--- src/rtl/alu_matrix_loader.sv ---
// Serial matrix loader for the 5x5 determinant ALU: assembles an identity-padded operand and returns the result.
// Optional idle timeout in LOAD is compiled in with `define LOADER_TIMEOUT_EN.
module alu_matrix_loader #(
  parameter int SETTLE  = 1,
  parameter int TIMEOUT = 255
) (
  input  logic         clk,
  input  logic         rst_n,
  input  logic         start,
  input  logic [2:0]   cfg_size,
  input  logic [7:0]   in_data,
  input  logic         in_valid,
  output logic         in_ready,
  output logic [199:0] A_flat,
  input  logic [199:0] alu_C_flat,
  input  logic         alu_overflow,
  input  logic         alu_done,
  output logic [7:0]   res_data,
  output logic         res_ovf,
  output logic         res_valid,
  input  logic         res_ready,
  output logic         busy,
  output logic         err
);

  typedef enum logic [2:0] {S_IDLE, S_LOAD, S_EXEC, S_WAIT, S_RESULT} state_t;

  state_t         state_q;
  logic [2:0]     n_q;
  logic [2:0]     row_q;
  logic [2:0]     col_q;
  logic [3:0]     cnt_q;
  logic [199:0]   a_q;
  logic [7:0]     res_data_q;
  logic           res_ovf_q;
  logic           err_q;
  logic [199:0]   ident;
  logic [4:0]     wr_idx;
  logic [7:0]     wr_bit;
  logic           size_ok;
  logic           unused_c_bits;

`ifdef LOADER_TIMEOUT_EN
  localparam int TW = $clog2(TIMEOUT + 1);
  logic [TW-1:0]  idle_q;
`else
  localparam int unused_timeout = TIMEOUT;
`endif

  genvar gi;
  generate
    for (gi = 0; gi < 25; gi++) begin : g_ident
      assign ident[gi*8 +: 8] = ((gi / 5) == (gi % 5)) ? 8'h01 : 8'h00;
    end
  endgenerate

  assign wr_idx        = 5'(row_q) * 5'd5 + 5'(col_q);
  assign wr_bit        = {wr_idx, 3'b000};
  assign size_ok       = (cfg_size >= 3'd2) && (cfg_size <= 3'd5);
  assign unused_c_bits = ^alu_C_flat[199:8];

  always_ff @(posedge clk or negedge rst_n) begin
    if (!rst_n) begin
      state_q    <= S_IDLE;
      n_q        <= '0;
      row_q      <= '0;
      col_q      <= '0;
      cnt_q      <= '0;
      a_q        <= '0;
      res_data_q <= '0;
      res_ovf_q  <= 1'b0;
      err_q      <= 1'b0;
`ifdef LOADER_TIMEOUT_EN
      idle_q     <= '0;
`endif
    end else begin
      err_q <= 1'b0;
      case (state_q)
        S_IDLE: begin
          if (start) begin
            if (size_ok) begin
              n_q     <= cfg_size;
              a_q     <= ident;
              row_q   <= '0;
              col_q   <= '0;
              cnt_q   <= '0;
`ifdef LOADER_TIMEOUT_EN
              idle_q  <= '0;
`endif
              state_q <= S_LOAD;
            end else begin
              err_q <= 1'b1;
            end
          end
        end
        S_LOAD: begin
          if (in_valid) begin
            a_q[wr_bit +: 8] <= in_data;
`ifdef LOADER_TIMEOUT_EN
            idle_q <= '0;
`endif
            if (col_q == n_q - 3'd1) begin
              col_q <= '0;
              if (row_q == n_q - 3'd1) begin
                row_q   <= '0;
                cnt_q   <= '0;
                state_q <= S_EXEC;
              end else begin
                row_q <= row_q + 3'd1;
              end
            end else begin
              col_q <= col_q + 3'd1;
            end
          end
`ifdef LOADER_TIMEOUT_EN
          // Abandon a stalled load: operand goes back to identity, no result is produced.
          else if (idle_q == TW'(TIMEOUT - 1)) begin
            err_q   <= 1'b1;
            a_q     <= ident;
            row_q   <= '0;
            col_q   <= '0;
            idle_q  <= '0;
            state_q <= S_IDLE;
          end else begin
            idle_q <= idle_q + 1'b1;
          end
`endif
        end
        S_EXEC: begin
          if (cnt_q == 4'(SETTLE - 1)) begin
            cnt_q   <= '0;
            state_q <= S_WAIT;
          end else begin
            cnt_q <= cnt_q + 4'd1;
          end
        end
        S_WAIT: begin
          if (alu_done) begin
            res_data_q <= alu_C_flat[7:0];
            res_ovf_q  <= alu_overflow;
            state_q    <= S_RESULT;
          end
        end
        S_RESULT: begin
          if (res_ready) state_q <= S_IDLE;
        end
        default: state_q <= S_IDLE;
      endcase
    end
  end

  assign in_ready  = (state_q == S_LOAD);
  assign res_valid = (state_q == S_RESULT);
  assign busy      = (state_q != S_IDLE);
  assign A_flat    = a_q;
  assign res_data  = res_data_q;
  assign res_ovf   = res_ovf_q;
  assign err       = err_q;

endmodule
--- config.mk ---
export PLATFORM = sky130hd
export DESIGN_NAME = alu_matrix_loader
export DESIGN_NICKNAME = d
export VERILOG_FILES = /design/src/rtl/alu_matrix_loader.sv
export SDC_FILE = /design/constraint.sdc
export NUM_CORES = 1
export LEC_CHECK = 0
export CAP_MARGIN = 20
export CORE_ASPECT_RATIO = 2
export CORE_MARGIN = 8
export CORE_UTILIZATION = 44
export DETAILED_ROUTE_END_ITERATION = 10
export GPL_ROUTABILITY_DRIVEN = 0
export HOLD_SLACK_MARGIN = 0.02
export PLACE_DENSITY = 0.8
export SETUP_SLACK_MARGIN = 0.1
export SYNTH_ARGS = -nofsm -noshare
export SYNTH_HDL_FRONTEND = slang
export SYNTH_SLANG_ARGS = --single-unit
--- constraint.sdc ---
create_clock -name clk -period 4.1 [get_ports clk]
set_input_delay 0.82 -clock clk [delete_from_list [all_inputs] [get_ports clk]]
set_output_delay 0.82 -clock clk [all_outputs]
set_load 0.02 [all_outputs]
# After elaboration in Yosys (flattened, before gate mapping)
# Index checks and enable logic that the tools add are counted.
# totals
reg_bits	226
in_bits	218
out_inout_bits	213
elab_cells	79
# classes
addsub	6
mul	1
magnitude_cmp	2
eq_ne	14
shifts	2
muxes	33
n_reduce_logical	12
# op_table
op	count
$mux 200	3
$pmux 200 s2	1
$bwmux 200	1
$shift 8x10->200 const A	1
$shiftx 8x10->200	1
$mux 3	15
$mux 4	6
$pmux 3 s5	1
$pmux 3 s2	2
$pmux 4 s3	1
$ne 2x2->1 const B	5
$neg 8->10	1
$reduce_and 8->1	1
$add 3x1->3 const B	2
$eq 3x2->1 const B	2
$eq 3x3->1	2
$ne 2x1->1 const B	3
$reduce_and 6->1	1
$reduce_bool 3->1	2
$add 5x3->5	1
$mul 3x3->5 const B	1
$reduce_and 5->1	1
$add 4x1->4 const B	1
$logic_not 4->1	1
12 further kinds	14

# Depth between registers and ports, before layout
# logic_depth
word_depth	7
mapped_depth	11
mapped_depth_nobuf	9

# Worst setup path after synthesis
# No wires, ideal clock.
# synth_timing
path_kind	reg-to-reg
start	register row_q[0]
end	register a_q[88], in the netlist A_flat[88]
setup_ns	0.136
arrival_ns	3.064
required_time_ns	3.964
slack_ns	0.900
path_stages_with_launch	11
n_path_buf	2
synth_period_minus_slack_ns	3.200
path_cell_list	dfrtp_1 ha_1 ha_1 fa_1 or2_0 o21ai_1 nand4_1 clkbuf_1 o31a_1 clkbuf_1 o2bb2ai_1
# synth_via
elab_chain_cells	7
word_cells_on_any_way	8
cone_classes	add/sub: 2; mul: 1; shift: 2; mux: 3
# synth_lines
item	line_no	source
start: declaration	30	logic [2:0] row_q;
start signal: assignment	109	row_q <= row_q + 3'd1;
$mul 3x3->5 (*)	57	assign wr_idx = 5'(row_q) * 5'd5 + 5'(col_q);
$add 5x3->5 (*)	57	
$neg 8->10 (*)	98	a_q[wr_bit +: 8] <= in_data;
$shiftx 8x10->200 / $shift 8x10->200 (equally long branches)	98	
$bwmux 200 (*)	98	
$mux 200 (*)	97	if (in_valid) begin
$pmux 200 s2 (*)	78	case (state_q)
end signal: assignment	83	a_q <= ident;
end signal: indexed assignment	98	
end: declaration	33	logic [199:0] a_q;
# Every way passes the cells marked *; elsewhere a longest branch is shown, timed or not. The select of a mux whose other input is x is not followed.
# A chain may end at the register's enable or synchronous reset.

# Final worst setup path
# layout_timing
start	register row_q[0]
end	register a_q[175], in the netlist A_flat[175]
# The elaborated chain is that of the path after synthesis.

==> qor.yml <==
outcome: "complete, no violations"
antenna_found_initial: 0
cap_viol_max_count: 0
seq_area_um2: 5660
synth_top_cell_area_share_pct: 52.3
cts_setup_buffers: 0
max_clock_freq_ghz: 0.263
clock_tree.htree_level_count: 1
core_um2: 24300
relSlewSlack_pct: 28.5
synth_fp_nets: 1265
ys_warn_count: 0
detail_route.vias_per_cell: 6.43
gr-total-overflow: 0
period_minus_slack_ns: 3.80
grt.total_usage_pct: 24.9
finalSetupViolations: 0
die_h_um: 238
crit_fanout: 9
peakVddDrop_uv: 485
syn_to_final_growth_pct: 32.3
critPathLaunchType: "flip-flop"
rows: 81
routed_wl_um: 38600
synthFlopType: "dfrtp_1"
grt_max_degree: 110
synthCells: 1032
die_x_um: 127
synth_enable_flop_cells: 0
synthArstFlopShare_pct: 100
synth_area_per_cell_um2: 10.5
ioPinCount: 431
drtIter0Drc: 675
r2r_slack_ns: 0.30
layout-drive-gt1-share_pct: 7.97
cts_tree: "built"
drcViolationCount: 0
leakagePower_uw: 0.00616
cp-end-kind: "flip-flop"
die_area_um2: 30200
ctsHoldBuffers: 0
ys_seq_area_share_pct: 52.3
postCtsResizedCells: 0
diodes: 0
period_share_pct: 92.6
synthTopCellsByCount: "dfrtp_1, nand2_1, a21oi_1, clkbuf_1, and3_1"
ys_types: 63
cts_sinks: 226
hold_class: "in -> async"
n_fill_cell: 2008
max_slew.worst_pin.slew_ns: 1.07
worstSetupPathType: "reg -> reg"
dr.pass1.iters: 5
post-dp-hpwl_um: 26800
vias: 9933
root_buffer: "clkbuf_16"
nNetsFinal: 1471
wl_per_cell_um: 25.0
setup_tns_ns: 0
clkLatencyLatePin_ns: 0.54
final_core_util_pct: 58.8
r2r_cells: 8
rsz0062_at_grt: "no"
power.density_nw_per_um2: 836
synth_most_common_cell: "dfrtp_1"
grt_pass1_vias: 9889
netlist_top_cells_area: "dfrtp_1, and3_1, nand2_1, a21oi_1, o211ai_1"
port_buffers: 238
start_util_pct: 44.5
finalClockSkew_ns: 0.0148
hold_ws_ns: 0.332
clock_path_buffers: 3
synth-seq-cells: 226
timing.rr.start: "row_q[0]"
clkTransAtPathRegs_ns: 0.07
synth.cell_area_um2: 10800
ant_nets: 0
synth_top_cell_by_area: "dfrtp_1"
timing.rr.end: "A_flat[175]"
finalPower_uw: 12000
multi_input_area_um2: 4770
worstPathArrival_ns: 4.27
finalHoldViolCount: 0
grt_pass1_wl_um: 58800
worstPathRequired_ns: 4.57
cts_inserted_buffers: 22
drv_slew: 0
critical path, stage by stage (launching register included):
cell and delay, ns:
dfrtp_1 0.49, ha_1 0.34, ha_1 0.31, fa_1 0.42, xor2_1 0.57, mux2i_1 0.62
nor4_1 0.11, o21ai_1 0.63, a22o_1 0.24
area by class of cell:
class                      instances  share of cell area [%]
sequential                       226                    39.5
clock buffer                      26                    4.09
inverter                          16                   0.429
tap                              290                    2.54
multi-input combinational        702                    33.4
clock inverter                    14                    1.43
timing repair buffer             270                    18.6
flip-flops by register name (all words and copies together), names as in the netlist:
register  count
A_flat      200
res_data      8
cnt_q         4
col_q         3
n_q           3
row_q         3
state_q       3
err           1
res_ovf       1
cell usage in the layout (no fill, tap or decap), types with 7 or more instances in the layout:
cell type        Yosys  final
clkdlybuf4s50_1      0    237
dfrtp_1            226    226
nand2_1            109    109
a21oi_1             72     71
and3_1              66     66
o211ai_1            48     48
o2bb2ai_1           39     39
nor2_1              39     37
a22o_1              37     37
nand4_1             32     32
o311ai_0            32     32
buf_4                0     29
a32o_1              22     22
clkbuf_16            0     22
o31ai_1             20     20
a2bb2o_1            19     19
o22ai_1             17     17
inv_1               15     15
o21ai_0             16     15
ha_1                14     14
mux2_2              10     10
nand3_1              9      9
xnor2_1              7      7
per-layer routing:
layer,GRT usage (%),share of wire [%],up-vias
met1,27.2,35,4904
met5,0,0,-
li1,-,-,4361
met4,18.0,7.3,0
met2,43.0,51,534
met3,3.68,6.7,134
how the worst max path moves through the flow:
| stage | start | to | slack, ns |
|---|---|---|---|
| CTS | row_q[0] | A_flat[176] | 0.29 |
| detailed placement | row_q[0] | A_flat[176] | 0.30 |
| finish | row_q[0] | A_flat[175] | 0.30 |
| global placement | row_q[0] | A_flat[170] | 0.39 |
| floorplan | row_q[0] | A_flat[88] | 0.90 |
| global route | row_q[0] | A_flat[170] | 0.11 |
per-stage QoR:
stage	std cells	cell area (um^2)	worst slack, ns
final	1544	14300	0.304
after global routing	1544	14300	0.105
after CTS	1543	14300	0.292
after detailed placement	1503	13500	0.303
after global placement	1503	13500	0.390
after floorplan	1032	10800	0.900
cell families (layout without fill, tap and decap cells):
logic type	Yosys count	in the layout	synth area share, %
adder cells (fa/ha/maj)	15	15	1.81
AND/OR/NAND/NOR	300	300	14.2
multiplexers	14	14	1.41
AO/OA/AOI/OAI	360	360	25.1
XOR/XNOR	13	13	1.33
buffers and inverters	104	326	3.81
flip-flops	226	226	52.3
where the power goes:
group | internal (uW) | switching, uW | total [uW] | leakage, uW
registers | 2800 | 522 | 3320 | 0.00289
logic | 2450 | 3940 | 6390 | 0.00289
clock network | 1290 | 950 | 2240 | 0.000382
total | 6540 | 5410 | 12000 | 0.00616
Power figures use the tool's default switching activity.
